--- config.mk ---
export PLATFORM = sky130hd
export DESIGN_NAME = tx_pkt_queue
export DESIGN_NICKNAME = d
export VERILOG_FILES = /design/src/rtl/tx_pkt_queue_pkg.sv /design/src/rtl/pkt_fifo.sv /design/src/rtl/tx_pkt_queue.sv
export SDC_FILE = /design/constraint.sdc
export NUM_CORES = 1
export LEC_CHECK = 0
export CAP_MARGIN = 10
export CORE_MARGIN = 1.5
export CORE_UTILIZATION = 49
export DETAILED_ROUTE_END_ITERATION = 8
export PLACE_DENSITY = 0.72
export SLEW_MARGIN = 20
export SYNTH_ARGS = -nofsm -noshare
export SYNTH_HDL_FRONTEND = slang
export SYNTH_SLANG_ARGS = --single-unit
--- constraint.sdc ---
create_clock -name clk -period 2.9 [get_ports clk]
set_input_delay 0.58 -clock clk [delete_from_list [all_inputs] [get_ports clk]]
set_output_delay 0.58 -clock clk [all_outputs]
set_load 0.005 [all_outputs]
--- src/rtl/tx_pkt_queue_pkg.sv ---
// Shared link constants plus the types used by the transmit packet queue.
// The width macros are guarded so any file of the link may carry them too.
`ifndef TXQ_CONSTS_SVH
`define TXQ_CONSTS_SVH
`define HDR_SZ 4
`define PL_SZ 8
`define ADDR_SZ 4
`define TXQ_SENT_W 16
`endif

package tx_pkt_queue_pkg;
  localparam int PKT_W_DEF = `HDR_SZ + `PL_SZ + `ADDR_SZ;
  localparam int SENT_W    = `TXQ_SENT_W;

  typedef enum logic [1:0] {
    ST_IDLE,
    ST_ISSUE,
    ST_WAIT_UP,
    ST_WAIT_DN
  } txq_state_e;
endpackage

--- src/rtl/pkt_fifo.sv ---
// Packet storage with wrap-bit pointers; push and pop are independent ports.
// The head word is presented continuously so the caller can register it.
module pkt_fifo #(
  parameter int DEPTH = 4,
  parameter int PKT_W = 16
) (
  input  logic                     clk,
  input  logic                     reset,
  input  logic                     push,
  input  logic [PKT_W-1:0]         push_data,
  input  logic                     pop,
  output logic [PKT_W-1:0]         head_data,
  output logic [$clog2(DEPTH):0]   count,
  output logic                     full,
  output logic                     empty
);
  localparam int AW = $clog2(DEPTH);

  logic [PKT_W-1:0] mem [DEPTH];
  logic [AW:0]      wr_ptr_reg;
  logic [AW:0]      rd_ptr_reg;
  logic [AW:0]      count_reg;
  logic             push_ok;
  logic             pop_ok;

  // Extra MSB distinguishes a full ring from an empty one.
  assign full      = (wr_ptr_reg[AW] != rd_ptr_reg[AW]) &&
                     (wr_ptr_reg[AW-1:0] == rd_ptr_reg[AW-1:0]);
  assign empty     = (wr_ptr_reg == rd_ptr_reg);
  assign push_ok   = push && !full;
  assign pop_ok    = pop && !empty;
  assign head_data = mem[rd_ptr_reg[AW-1:0]];
  assign count     = count_reg;

  always_ff @(posedge clk) begin
    if (push_ok) begin
      mem[wr_ptr_reg[AW-1:0]] <= push_data;
    end
  end

  always_ff @(posedge clk or posedge reset) begin
    if (reset) begin
      wr_ptr_reg <= '0;
      rd_ptr_reg <= '0;
      count_reg  <= '0;
    end else begin
      if (push_ok) wr_ptr_reg <= wr_ptr_reg + 1'b1;
      if (pop_ok)  rd_ptr_reg <= rd_ptr_reg + 1'b1;
      case ({push_ok, pop_ok})
        2'b10:   count_reg <= count_reg + 1'b1;
        2'b01:   count_reg <= count_reg - 1'b1;
        default: count_reg <= count_reg;
      endcase
    end
  end
endmodule

--- src/rtl/tx_pkt_queue.sv ---
// Packet queue feeding the serial transmitter: one req per packet, then waits
// for tx_busy to rise and fall. Overflow and accept timeout are sticky.
module tx_pkt_queue
  import tx_pkt_queue_pkg::*;
#(
  parameter int DEPTH = 4,
  parameter int GUARD = 4,
  parameter int PKT_W = PKT_W_DEF
) (
  input  logic                   clk,
  input  logic                   reset,
  input  logic                   wr_en,
  input  logic [PKT_W-1:0]       wr_data,
  output logic                   full,
  output logic [$clog2(DEPTH):0] count,
  output logic                   req,
  output logic [PKT_W-1:0]       item_out,
  input  logic                   tx_busy,
  output logic                   overflow,
  output logic                   timeout,
  output logic [SENT_W-1:0]      sent
);
  localparam int GW = $clog2(GUARD + 1);

  txq_state_e        state_reg;
  logic              req_reg;
  logic [PKT_W-1:0]  item_reg;
  logic              overflow_reg;
  logic              timeout_reg;
  logic [SENT_W-1:0] sent_reg;
  logic [GW-1:0]     guard_reg;
  logic [PKT_W-1:0]  head_data;
  logic              empty;
  logic              pop;

  // The head leaves the ring on the same edge that ends the req cycle.
  assign pop = (state_reg == ST_ISSUE);

  pkt_fifo #(
    .DEPTH(DEPTH),
    .PKT_W(PKT_W)
  ) u_fifo (
    .clk      (clk),
    .reset    (reset),
    .push     (wr_en),
    .push_data(wr_data),
    .pop      (pop),
    .head_data(head_data),
    .count    (count),
    .full     (full),
    .empty    (empty)
  );

  always_ff @(posedge clk or posedge reset) begin
    if (reset) begin
      state_reg    <= ST_IDLE;
      req_reg      <= 1'b0;
      item_reg     <= '0;
      overflow_reg <= 1'b0;
      timeout_reg  <= 1'b0;
      sent_reg     <= '0;
      guard_reg    <= '0;
    end else begin
      req_reg <= 1'b0;
      if (wr_en && full) overflow_reg <= 1'b1;
      case (state_reg)
        ST_IDLE: begin
          if (!empty && !tx_busy) begin
            item_reg  <= head_data;
            req_reg   <= 1'b1;
            state_reg <= ST_ISSUE;
          end
        end
        ST_ISSUE: begin
          sent_reg  <= sent_reg + 1'b1;
          guard_reg <= '0;
          state_reg <= ST_WAIT_UP;
        end
        ST_WAIT_UP: begin
          // A timed-out packet is already popped and is not replayed.
          if (tx_busy) begin
            state_reg <= ST_WAIT_DN;
          end else if (guard_reg == GW'(GUARD)) begin
            timeout_reg <= 1'b1;
            state_reg   <= ST_IDLE;
          end else begin
            guard_reg <= guard_reg + 1'b1;
          end
        end
        ST_WAIT_DN: begin
          if (!tx_busy) state_reg <= ST_IDLE;
        end
        default: state_reg <= ST_IDLE;
      endcase
    end
  end

  assign req      = req_reg;
  assign item_out = item_reg;
  assign overflow = overflow_reg;
  assign timeout  = timeout_reg;
  assign sent     = sent_reg;
endmodule

==> summary.md, run 1 <==
| Metric | Value |
|---|---|
| Status | finished clean |
| Seq/Total Area, Yosys | 0.677 |
| Max Clk Rate | 378 MHz |
| CP max-delay cell | clkdlybuf4s50_1 |
| Syn Nets | between 200 and 300 |
| Synth-to-Final Area Change | 28.5% |
| H-tree depth | 4 |
| RSZ-0062 raised after global routing | no |
| Crit path cell chain | xnor2_2, and3_1, clkdlybuf4s50_1 |
| Drt pass-1 iters | 4 |
| Bufs and invs on worst path | 1 |
| CP startpoint kind | flip-flop |
| Final period util | 0.913 |
| CTS clk-pin slew, worst paths | roughly 0.06 ns |
| Antenna diodes | 0 |
| Max-slew violations | 0 |
| Fin crit period | 2.65 ns |
| WHS | 0.375 ns |
| Routability cong. | around 0.74 |
| Synth top area share | 0.413 |
| Final nets | roughly 380 |
| DR WL/cell | about 16 µm |
| Sw Share | 0.294 |
| Hold_buf cts | 0 |
| Core footprint | between 0.009 and 0.01 mm² |
| Async SR Flop Fraction | 0.434 |
| Worst path arrival time | between 2 and 2.5 ns |
| Clock Sinks | about 110 |
| Grt met3 use | 0.0603 |
| Logic pwr share | 0.306 |
| Avg Synthesized Cell Area | between 15 and 20 µm² |
| DR iter-0 viols | 84 |
| PwrDens | roughly 1100 mW/mm² |
| Max FFs per register | between 60 and 70 |
| Top Ports | just under 60 |
| Worst Hold Class | in -> async |
| Cell Rows | 35 |
| Netlist cell types | 39 |
| Rel. slew slack | 0.702 |
| Vias | ~2,500 |
| First-pass GRT wire length | ~13 mm |
| Max-cap violations | 0 |
| Met2 Usage GRT | 0.289 |
| Slew @ Worst Pin | about 0.45 ns |
| Pleak | 2.35 nW |
| Sw Pwr | 1.86 mW |
| Predominant post-synthesis flop cell | edfxtp_1 |
| Fin util | 0.647 |
| Initial Utilization | 0.504 |
| CP required | ~2.3 ns |
| Clock Tree Root | clkbuf_8 |
| Internal power | 4.47 mW |
| # setup viols final | 0 |
| DIE AREA | 0.0101 mm² |
| Post-CTS Setup Bufs | 0 |
| Final Hold Fails | 0 |
| Final setup TNS | 0 ns |
| Largest fanout on the critical path | 4 |
| Die height | between 100 and 150 µm |
| M1 GR Usage | 0.227 |
| Largest net degree at the start of global routing | 20 |
| Mapped Cells | between 200 and 300 |
| Post-synth EDFFs | 64 |
| Overall Global Routing Usage | 0.179 |
| Largest area contributor in the netlist | edfxtp_1 |
| GRT overflow | 0 |
| Post-route ant nets | 0 |
| Die W | 100 µm |
| Global route hottest layer | met2 |
| Post-Layout Cell Count | 490 |
| Sequential Power Share | 0.396 |
| Yosys warns | 0 |
| Worst vdd ir | between 400 and 500 µV |
| TritonCTS Buffers | 17 |
| Vias per cell | 5.09 |
| Post-CTS sizing | 0 |
| Post-DP HPWL | around 5.3 mm |
| Crit-path max cell delay | about 0.5 ns |
| Vias in the first global route | 2,548 |
| Antenna violations before repair | 0 |
| Number of instances in the placed design | between 400 and 500 |
| CP delay by family, top | buffers and inverters |
| CTS Buffer Depth | 2 |
| Cells on worst reg2reg path | 7 |
| DRC errors left | 0 |
| CTS tree | done |
| Share of cells above drive strength 1 | 0.224 |
| Synth Register Bits | between 100 and 150 |
| Clock Latency Late Sink | about 0.52 ns |
| Crit path depth | 3 |
| Top post-synthesis cells by area | edfxtp_1 41%, dfrtp_1 26%, mux4_2 4.4% |
| Final WL | between 8 and 9 mm |
| Endpoint type of the worst setup path | output pin |
| Crit Path Category | reg -> out |
| Layout Skew | roughly 0.013 ns |
| Clock power share | 0.298 |
| Post-Syn Area | ~0.0047 mm² |
| I/O Buffers | 58 |
-- cell usage after synthesis (2+ instances only) --
cell,count
a21o_1,3
a21oi_1,3
a22o_1,2
a31oi_1,2
a31oi_4,2
and2_1,4
and3_1,2
buf_6,4
dfrtp_1,49
edfxtp_1,64
ha_1,9
inv_1,9
mux2_2,10
mux2_4,8
mux4_1,7
mux4_2,9
nand2_1,19
nand3_1,2
nand4_1,3
nor2_1,6
nor3_1,4
o21ai_0,3
or2_2,2
xnor2_1,14
xnor2_2,2
xor2_1,10
-- worst paths after layout --
| check | slack [ns] | from | endpoint |
|---|---|---|---|
| max | 0.25 | u_fifo.wr_ptr_reg[1] | full |
| max reg2reg | 0.63 | u_fifo.wr_ptr_reg[1] | u_fifo.count[2] |
| min | 0.38 | reset | item_out[5] |
| min reg2reg | 0.45 | overflow | overflow |
| max in group asynchronous | 1.92 | reset | u_fifo.wr_ptr_reg[2] |
| min in group clk | 0.45 | overflow | overflow |
-- stage by stage --
stage / power (mW) / setup slack [ns] / instance area, µm²
final: 6.33 / 0.253 / 5980
after global routing: 6.68 / 0.174 / 5980
after CTS: 6.42 / 0.222 / 5980
after detailed placement: 4.50 / 0.324 / 5430
after global placement: 4.44 / 0.413 / 5430
after floorplan: 3.76 / 0.808 / 4650
-- routing by layer --
| metal | routed length (µm) | share of wire | vias up |
|---|---|---|---|
| li1 | - | - | 1165 |
| met1 | 3580 | 0.45 | 1253 |
| met2 | 4010 | 0.50 | 65 |
| met3 | 328 | 0.041 | 11 |
| met4 | 97 | 0.012 | 0 |
| met5 | 0 | 0 | - |
-- power groups by stage --
stage	registers [mW]	clock network (mW)	logic (mW)
after floorplan	2.45	0	1.31
final	2.51	1.89	1.94
after CTS	2.52	1.92	1.98
after global routing	2.57	2.00	2.12
after detailed placement	2.54	0	1.97
after global placement	2.52	0	1.92
-- kinds of logic after synthesis --
kind of cell,synth area share
muxes,0.133
xor gates and xnor gates,0.0522
adders and majority gates,0.0285
AOI/OAI and AO/OA,0.0307
and+or+nand+nor,0.0554
DFF,0.677
buffers and inverters,0.0237
-- area by class of cell --
cell class                 instances  area, µm²
clock inverter                    14        131
multi-input combinational        136       1400
fill                             658       3260
clock buffer                      18        418
tap                              129        161
timing repair buffer              71        691
sequential                       113       3150
inverter                           9       33.8
-- cells in the final DEF (no fill, tap or decap), types with 9 or more instances in the layout --
cell,Yosys,routed
mux4_2,9,9
ha_1,9,9
xnor2_1,14,14
clkbuf_16,0,16
nand2_1,19,19
clkdlybuf4s50_1,0,58
buf_4,1,12
mux2_2,10,10
dfrtp_1,49,49
edfxtp_1,64,64
xor2_1,10,10
Power figures use the tool's default switching activity.
==> inputs of run 2 (changes only) <==
--- a/config.mk
+++ b/config.mk
@@ -5,8 +5,9 @@
 export SDC_FILE = /design/constraint.sdc
 export NUM_CORES = 1
 export LEC_CHECK = 0
+export ABC_AREA = 1
 export CAP_MARGIN = 10
-export CORE_MARGIN = 1.5
+export CORE_MARGIN = 2
 export CORE_UTILIZATION = 49
 export DETAILED_ROUTE_END_ITERATION = 8
 export PLACE_DENSITY = 0.72
==> constraint.sdc (replaced) <==
create_clock -name clk -period 2.9 [get_ports clk]
set_input_delay 0.725 -clock clk [delete_from_list [all_inputs] [get_ports clk]]
set_output_delay 0.725 -clock clk [all_outputs]
set_load 0.005 [all_outputs]
==> run 2 against run 1 <==
  * Die area up 3.7%
  * Cell count up 30%
  * Register-to-register slack gained 0.06 ns
  * Sequential share of layout area shrank 1.1 points
  * Clock power is 13% higher
  * Synthesized area is 1.7% higher
  * Global-route usage is 2.1 points higher
  * First-iteration DRC count increased to 2.6 times the previous value
  * Maximum frequency shrank 1.4%
  * Count of clock-buffer cells in the layout up 1
  * Synthesized cell count grew 58%
  * Via count increased by 29%
  * Critical endpoint unchanged
==> summary.md, run 2 <==
| Metric | Value |
|---|---|
| Max Clk Rate | 372 MHz (-1.4%) |
| Final nets | 524 (+39%) |
| Worst Hold Class | reg -> reg |
| Final setup TNS | 0 ns (unchanged) |
| Avg Synthesized Cell Area | 11.3 µm² (-36%) |
| Sw Share | 0.322 (+0.0288) |
| Post-CTS sizing | 0 (unchanged) |
| Netlist cell types | 32 (-18%) |
| DR WL/cell | 15.0 µm (-8.5%) |
| Clock Tree Root | clkbuf_8 |
| Post-route ant nets | 0 (unchanged) |
| CP required | 2.17 ns (-0.15 ns) |
| Max-slew violations | 0 (unchanged) |
| DR iter-0 viols | 216 (+160%) |
| CTS Buffer Depth | 2 (unchanged) |
| Clock Latency Late Sink | 0.51 ns (about the same) |
| PwrDens | 1070 mW/mm² (+1.5%) |
| Antenna violations before repair | 0 (unchanged) |
| Predominant post-synthesis flop cell | edfxtp_1 |
| Synth Register Bits | 113 (unchanged) |
| Cell Rows | 35 (unchanged) |
| Rel. slew slack | 0.627 (-0.0742) |
| H-tree depth | 4 (unchanged) |
| Seq/Total Area, Yosys | 0.665 (-0.0113) |
| Total Power | 6.56 mW (+3.5%) |
| Hold_buf cts | 0 (unchanged) |
| Commonest non-fill, non-tap cell in the layout | nand2_1 |
| Max-cap violations | 0 (unchanged) |
| Final WS setup | 0.215 ns (-0.0380 ns) |
| Post-synth top cells | 93 x nand2_1, 64 x edfxtp_1, 49 x dfrtp_1, 49 x nor2_1, 36 x o21ai_0 |
| DIE AREA | 0.0105 mm² (+3.7%) |
| Vias | 3,227 (+29%) |
| Top Ports | 59 (unchanged) |
| Clock Sinks | 113 (unchanged) |
| First-pass GRT wire length | 15.6 mm (+19%) |
| Die W | 102 µm (+1.8%) |
| Syn Nets | 450 (+53%) |
| DP Area | 0.00549 mm² (+1.1%) |
| Fin util | 0.657 (+0.0102) |
| CTS clk-pin slew, worst paths | 0.05 ns (about the same) |
| Async SR Flop Fraction | 0.434 (unchanged) |
| Yosys warns | 0 (unchanged) |
| Endpoint type of the worst setup path | output pin |
| WHS | 0.454 ns (+0.0784 ns) |
| Final WL | 9.52 mm (+19%) |
| I/O Buffers | 58 (unchanged) |
| Share of cells above drive strength 1 | 0.103 (-0.122) |
| Final period util | 0.926 (+0.0131) |
| Sequential Power Share | 0.370 (-0.026) |
| Logic pwr share | 0.304 (-0.002) |
| Mapped Cells | 420 (+58%) |
| Top-count cell post-synth | nand2_1 |
| Worst vdd ir | 563 µV (+21%) |
| Final Hold Fails | 0 (unchanged) |
| DRC errors left | 0 (unchanged) |
| Post-CTS Setup Bufs | 0 (unchanged) |
| Post-synth EDFFs | 64 (unchanged) |
| CTS tree | done |
| Routability cong. | 0.769 (+3.6%) |
| Fin crit period | 2.68 ns (+0.0380 ns) |
| Internal power | 4.44 mW (-0.69%) |
| Initial Utilization | 0.510 (+0.00612) |
| Slew @ Worst Pin | 0.558 ns (+0.112 ns) |
| Max FFs per register | 64 (unchanged) |
| Synth-to-Final Area Change | 28.9% |
| Vias in the first global route | 3,206 (+26%) |
| Worst slack, placed | 0.336 ns (+0.0119 ns) |
| Register area | 0.00315 mm² (unchanged) |
| GRT overflow | 0 (unchanged) |
| Top post-synthesis cells by area | edfxtp_1 41%, dfrtp_1 26%, nand2_1 7.4% |
| Largest area contributor in the netlist | edfxtp_1 |
| Antenna diodes | 0 (unchanged) |
| Post-Syn Area | 0.00473 mm² (+1.7%) |
| Most frequent cells in the layout | 93 x nand2_1, 64 x edfxtp_1, 58 x clkdlybuf4s50_1 |
| # setup viols final | 0 (unchanged) |
| Number of instances in the placed design | 604 (+32%) |
| CP startpoint kind | flip-flop |
| Fill cell count | 723 (+9.9%) |
| Worst path arrival time | 1.96 ns (-0.11 ns) |
| Sw Pwr | 2.11 mW (+14%) |
| Largest fanout on the critical path | 4 (unchanged) |
| Layout Skew | 0.0137 ns (+0.000752 ns) |
| Die height | 102 µm (+1.8%) |
| Crit Path Category | reg -> out |
| RSZ-0062 raised after global routing | no |
| Clock power share | 0.326 (+0.028) |
| Overall Global Routing Usage | 0.200 (+0.0211) |
| Vias per cell | 5.07 (-0.31%) |
| Final Cell Area | 0.00610 mm² (+2.1%) |
| TritonCTS Buffers | 17 (unchanged) |
| Largest net degree at the start of global routing | 35 (+75%) |
| Core footprint | 0.00928 mm² (+0.47%) |
| Synth top area share | 0.406 (-0.00688) |
| Pleak | 2.53 nW (+7.5%) |
| Status | finished clean |
| Post-DP HPWL | 5.85 mm (+10%) |
| Post-Layout Cell Count | 636 (+30%) |
| Drt pass-1 iters | 5 (+1) |
| Area occupied by multi-input gates | 0.00140 mm² (+0.27%) |
## run 2: cell types whose count changed after synthesis, moves of 4 or more
cell | before | now
mux2_2 | 10 | 1
clkbuf_1 | 1 | 6
buf_6 | 4 | 0
nor2_1 | 6 | 49
mux4_1 | 7 | 0
o22ai_1 | 0 | 16
inv_1 | 9 | 29
mux2_4 | 8 | 0
o21ai_0 | 3 | 36
xnor2_1 | 14 | 7
nand3_1 | 2 | 12
nand2_1 | 19 | 93
and2_1 | 4 | 0
mux4_2 | 9 | 0
## run 2: critical path, stage by stage (launching register included)
cell	delay, ns
dfrtp_1	0.41
inv_1	0.13
nand2_1	0.08
nand2_2	0.09
nand4_1	0.14
inv_1	0.11
clkdlybuf4s50_1	0.50
## run 2: routing by layer
layer / track usage / vias to the layer above / wire length [µm]
li1: - / 1580 / -
met1: 0.253 / 1556 / 4150
met2: 0.335 / 81 / 4830
met3: 0.0527 / 10 / 429
met4: 0.0728 / 0 / 114
met5: 0 / - / 0
## run 2: logic make-up (layout without fill, tap and decap cells)
group                      Yosys count  count (layout)  share of synthesized area
muxes                                1               1                    0.00238
xor gates and xnor gates            18              18                     0.0349
buffers and inverters               43             130                     0.0391
adders and majority gates           10              10                     0.0280
DFF                                113             113                      0.665
and+or+nand+nor                    172             172                      0.157
AOI/OAI and AO/OA                   63              63                     0.0730
## run 2: cell type report
cell class,count,area share
Sequential cell,113,0.516
Multi-Input combinational cell,264,0.229
Timing Repair Buffer,66,0.107
Clock buffer,19,0.0708
Clock inverter,13,0.0299
Tap cell,129,0.0265
Inverter,32,0.0205
## run 2: power groups by stage
stage / logic (mW) / registers [mW] / clock network, mW
floorplan: 1.21 / 2.43 / 0
global placement: 1.94 / 2.43 / 0
detailed placement: 2.00 / 2.45 / 0
CTS: 2.03 / 2.43 / 2.17
global route: 2.26 / 2.47 / 2.25
finish: 1.99 / 2.43 / 2.14
## run 2: worst paths after layout
| kind | start | endpoint | slack, ns | depth (start not counted) |
|---|---|---|---|---|
| max | u_fifo.wr_ptr_reg[1] | full | 0.22 | 6 |
| min | overflow | overflow | 0.45 | 1 |
| max reg2reg | u_fifo.wr_ptr_reg[1] | u_fifo.count[2] | 0.69 | 11 |
| min reg2reg | overflow | overflow | 0.45 | 1 |
| max in group asynchronous | reset | item_out[0] | 1.81 | 3 |
| min in group asynchronous | reset | sent[14] | 0.57 | 2 |
==> inputs of run 3 (changes only) <==
--- a/config.mk
+++ b/config.mk
@@ -10,7 +10,7 @@
 export CORE_MARGIN = 2
 export CORE_UTILIZATION = 49
 export DETAILED_ROUTE_END_ITERATION = 8
-export PLACE_DENSITY = 0.72
+export PLACE_DENSITY = 0.76
 export SLEW_MARGIN = 20
 export SYNTH_ARGS = -nofsm -noshare
 export SYNTH_HDL_FRONTEND = slang
==> run 3 against run 2 <==
  * Non-clock buffer count fell by 1
  * Via count rose by 0.84%
  * Die area did not move
  * Highest routed layer unchanged
  * Maximum frequency rose by 0.39%
  * Flip-flop and latch count did not move
  * Critical endpoint unchanged
==> summary.md, run 3 (synthesized netlist as in run 2, its figures left out) <==
| Metric | Value |
|---|---|
| Status | finished clean |
| Sw Share | 0.319 (-0.00370) |
| Grt met3 use | 0.0568 (+0.00410) |
| PwrDens | 1070 mW/mm² (-0.45%) |
| Final nets | 523 (-0.19%) |
| Fin crit period | 2.67 ns (-0.0105 ns) |
| Layout Skew | 0.00876 ns (-0.00496 ns) |
| Final period util | 0.922 (-0.00361) |
| GRT overflow | 0 (unchanged) |
| Clock Tree Root | clkbuf_8 |
| Final WL | 9.55 mm (+0.26%) |
| Core footprint | 0.00928 mm² (unchanged) |
| TritonCTS Buffers | 17 (unchanged) |
| Pleak | 2.51 nW (-0.48%) |
| Met2 Usage GRT | 0.345 (+0.0106) |
| H-tree depth | 4 (unchanged) |
| Post-DP HPWL | 5.81 mm (-0.60%) |
| Max-cap violations | 0 (unchanged) |
| Fin util | 0.655 (-0.00229) |
| Clock Sinks | 113 (unchanged) |
| Final setup TNS | 0 ns (unchanged) |
| Drt pass-1 iters | 6 (+1) |
| Antenna violations before repair | 0 (unchanged) |
| RSZ-0062 raised after global routing | no |
| CTS tree | done |
| Final Hold Fails | 0 (unchanged) |
| Antenna diodes | 0 (unchanged) |
| Routability cong. | 0.733 (-4.7%) |
| Commonest non-fill, non-tap cell in the layout | nand2_1 |
| Endpoint type of the worst setup path | output pin |
| Crit Path Category | reg -> out |
| Top Ports | 59 (unchanged) |
| Most frequent cells in the layout | 93 x nand2_1, 64 x edfxtp_1, 58 x clkdlybuf4s50_1 |
| Max-slew violations | 0 (unchanged) |
| Max FFs per register | 64 (unchanged) |
| Clock power share | 0.320 (-0.006) |
| CTS Buffer Depth | 2 (unchanged) |
| Worst Hold Class | reg -> reg |
| Max Clk Rate | 374 MHz (+0.39%) |
| Sequential Power Share | 0.374 (+0.004) |
| CTS clk-pin slew, worst paths | 0.05 ns (about the same) |
| DR iter-0 viols | 178 (-18%) |
| WHS | 0.454 ns (+0.000726 ns) |
| DR WL/cell | 15.0 µm (+0.42%) |
| DIE AREA | 0.0105 mm² (unchanged) |
| Post-route ant nets | 0 (unchanged) |
| Vias per cell | 5.12 (+1.0%) |
| Worst vdd ir | 501 µV (-11%) |
| Reg2Reg Setup Slack | 0.63 ns (-0.06 ns) |
| First-pass GRT wire length | 15.6 mm (-0.40%) |
| Overall Global Routing Usage | 0.198 (-0.00182) |
| Synth-to-Final Area Change | 28.5% |
| Share of cells above drive strength 1 | 0.0968 (-0.00573) |
| Worst slack, placed | 0.365 ns (+0.0289 ns) |
| Logic pwr share | 0.306 (+0.002) |
| M1 GR Usage | 0.239 (-0.0141) |
| CP required | 2.17 ns (about the same) |
| DRC errors left | 0 (unchanged) |
| Hold_buf cts | 0 (unchanged) |
| Worst path arrival time | 1.95 ns (about the same) |
| Slew @ Worst Pin | 0.981 ns (+0.423 ns) |
| Total Power | 6.51 mW (-0.79%) |
| Largest fanout on the critical path | 4 (unchanged) |
| Vias in the first global route | 3,234 (+0.87%) |
| Vias | 3,254 (+0.84%) |
| Initial Utilization | 0.510 (unchanged) |
| # setup viols final | 0 (unchanged) |
| Rel. slew slack | 0.346 (-0.282) |
| Die height | 102 µm (unchanged) |
| Post-CTS sizing | 0 (unchanged) |
| Sw Pwr | 2.07 mW (-1.9%) |
| Global route hottest layer | met2 |
| Clock Latency Late Sink | 0.50 ns (about the same) |
| Largest net degree at the start of global routing | 50 (+43%) |
| Post-CTS Setup Bufs | 0 (unchanged) |
| Cell Rows | 35 (unchanged) |
| CP startpoint kind | flip-flop |
| Fill cell count | 728 (+0.69%) |
| I/O Buffers | 58 (unchanged) |
| Die W | 102 µm (unchanged) |
| Final WS setup | 0.226 ns (+0.0105 ns) |
| Internal power | 4.43 mW (-0.25%) |
-- run 3: cell count changes in the layout (fill, tap and decap cells not counted), sizes merged --
cell / before / now
clkinv: 4 / 5
buf: 8 / 7
inv: 35 / 32
clkbuf: 19 / 21
-- run 3: power by group through the flow --
stage / registers [mW] / clock network, mW / logic, mW
finish: 2.43 / 2.08 / 1.99
global route: 2.48 / 2.19 / 2.24
CTS: 2.44 / 2.11 / 2.02
detailed placement: 2.46 / 0 / 1.99
global placement: 2.44 / 0 / 1.91
floorplan: 2.43 / 0 / 1.21
-- run 3: layout make-up --
type / count / area, µm² / share of cell area
inverter: 32 / 125 / 0.0206
sequential: 113 / 3150 / 0.518
clock inverter: 11 / 161 / 0.0265
multi-input combinational: 264 / 1400 / 0.230
tap: 129 / 161 / 0.0265
timing repair buffer: 65 / 646 / 0.106
clock buffer: 21 / 439 / 0.0722
-- run 3: layer usage --
metal  wire length, µm  up-vias
met3               397        5
met5                 0        -
met4                75        0
li1                  -     1567
met1              4190     1607
met2              4880       75
-- run 3: worst max-delay path, stage by stage (launching register included) --
cell and delay [ns]:
dfrtp_1 0.44, xnor2_2 0.24, nand4_1 0.17, inv_1 0.11
clkdlybuf4s50_1 0.50
-- run 3: worst paths after layout --
check | end | depth (start not counted) | start
hold reg to reg | overflow | 1 | overflow
setup reg to reg | u_fifo.count[2] | 9 | u_fifo.wr_ptr_reg[0]
setup / recovery | full | 4 | u_fifo.wr_ptr_reg[0]
min in group asynchronous | item_out[13] | 3 | reset
max in group asynchronous | guard_reg[2] | 3 | reset
hold / removal | overflow | 1 | overflow
-- run 3: per-stage QoR --
stage | area (µm²) | cells
5_1_grt | 6080 | 635
4_1_cts | 6080 | 635
6_report | 6080 | 635
3_5_place_dp | 5480 | 603
3_3_place_gp | 5480 | 603
2_1_floorplan | 4730 | 420
==> RTL change: new RTL, flow settings as in run 1 <==
Put a register stage on the output `count`, with the module's reset. The value now appears one clock later. The other outputs are not delayed to match.
--- a/src/rtl/tx_pkt_queue.sv
+++ b/src/rtl/tx_pkt_queue.sv
@@ -21,6 +21,8 @@
   output logic [SENT_W-1:0]      sent
 );
   localparam int GW = $clog2(GUARD + 1);
+
+  logic [$clog2(DEPTH):0] count_d;
 
   txq_state_e        state_reg;
   logic              req_reg;
@@ -46,7 +48,7 @@
     .push_data(wr_data),
     .pop      (pop),
     .head_data(head_data),
-    .count    (count),
+    .count    (count_d),
     .full     (full),
     .empty    (empty)
   );
@@ -100,5 +102,13 @@
   assign overflow = overflow_reg;
   assign timeout  = timeout_reg;
   assign sent     = sent_reg;
+  always_ff @(posedge clk or posedge reset) begin
+    if (reset) begin
+      count <= '0;
+    end else begin
+      count <= count_d;
+    end
+  end
+
 endmodule
 
Check against the original RTL: not equivalent (Yosys sat finds a counterexample within 4 cycles, from zero or initial values and one cycle with reset high).
==> RTL change against run 1 <==
- via count shrank 0.80%
- area after synthesis grew 0.73%
- first-iteration DRC count grew 90%
- core utilization grew 0.65 points
- wire length grew 0.77%
- worst setup slack gained 0.016 ns
- sequential cell count grew 3
- design area grew 1.0%
- hold slack gained 0.032 ns
- power grew 2.6%
==> RTL change: results (changes against run 1) <==
- Status: complete, no violations (unchanged)
- First-pass GRT wire length: 13100 um (about the same)
- Post-DP HPWL: 5090 um (was 5310 um)
- Global Route Usage Sum: 0.180 (was 0.179)
- DR WL met2: 4170 um (was 4010 um)
- Post-synthesis mux area share: 0.129 (was 0.133)
- Leakage power total: 2.30 nW (was 2.35 nW)
- Vias: 2474 (was 2494)
- Share of layout cells above drive strength 1: 0.224 (about the same)
- Post-Synth Adder-Cell Area: 0.0283 (was 0.0285)
- Peak VDD IR: 0.644 mV (was 0.466 mV)
- Synth cell count leaders: edfxtp_1, dfrtp_1, xnor2_1 (was edfxtp_1, dfrtp_1, nand2_1)
- # fillers: 665 (was 658)
- Worst min path class: reg -> reg (was in -> async)
- Nets: 374 (was 378)
- Post-DP Area: 5480 um2 (was 5430 um2)
- Post-Syn Area per Cell: 17.8 um2 (was 17.6 um2)
- Clk_skew: 0.00405 ns (was 0.0130 ns)
- Met1 Wirelength: 3580 um (about the same)
- Largest net degree at the start of global routing: 31 (was 20)
- Final wirelength: 8080 um (was 8020 um)
- Met1 global-route usage: 0.228 (was 0.227)
- Pre-CTS WS: 0.346 ns (was 0.324 ns)
- Slew @ Worst Pin: 0.654 ns (was 0.446 ns)
- Synth cell types: 38 (was 39)
- Synth Area in Compound Gates: 0.0299 (was 0.0307)
- M3 GR Usage: 0.0527 (was 0.0603)
==> RTL change: path summary, 6_finish.rpt <==
check | from | end | slack [ns] | cells after the start
min in group asynchronous | reset | sent[14] | 0.50 | 2
worst max register to register | state_reg[1] | u_fifo.count[1] | 0.69 | 5
worst min register to register | u_fifo.count[2] | count[2] | 0.41 | 0
worst max-delay path | u_fifo.wr_ptr_reg[0] | full | 0.27 | 3
max in group asynchronous | reset | u_fifo.rd_ptr_reg[2] | 1.77 | 3
worst min-delay path | u_fifo.count[2] | count[2] | 0.41 | 0
==> RTL change: report_power, final <==
part           internal [mW]  switching [mW]
logic                   1.17           0.833
clock network           1.21           0.707
registers               2.26           0.317
==> RTL change: area by class of cell <==
class,instances,area [um2],share of cell area
repair buffers,68,693,0.115
multi-input cells,133,1380,0.228
inverters,8,30.0,0.00497
flip-flops and latches,116,3220,0.534
clock buffers,18,418,0.0692
clock inverters,14,138,0.0228
well taps,129,161,0.0267
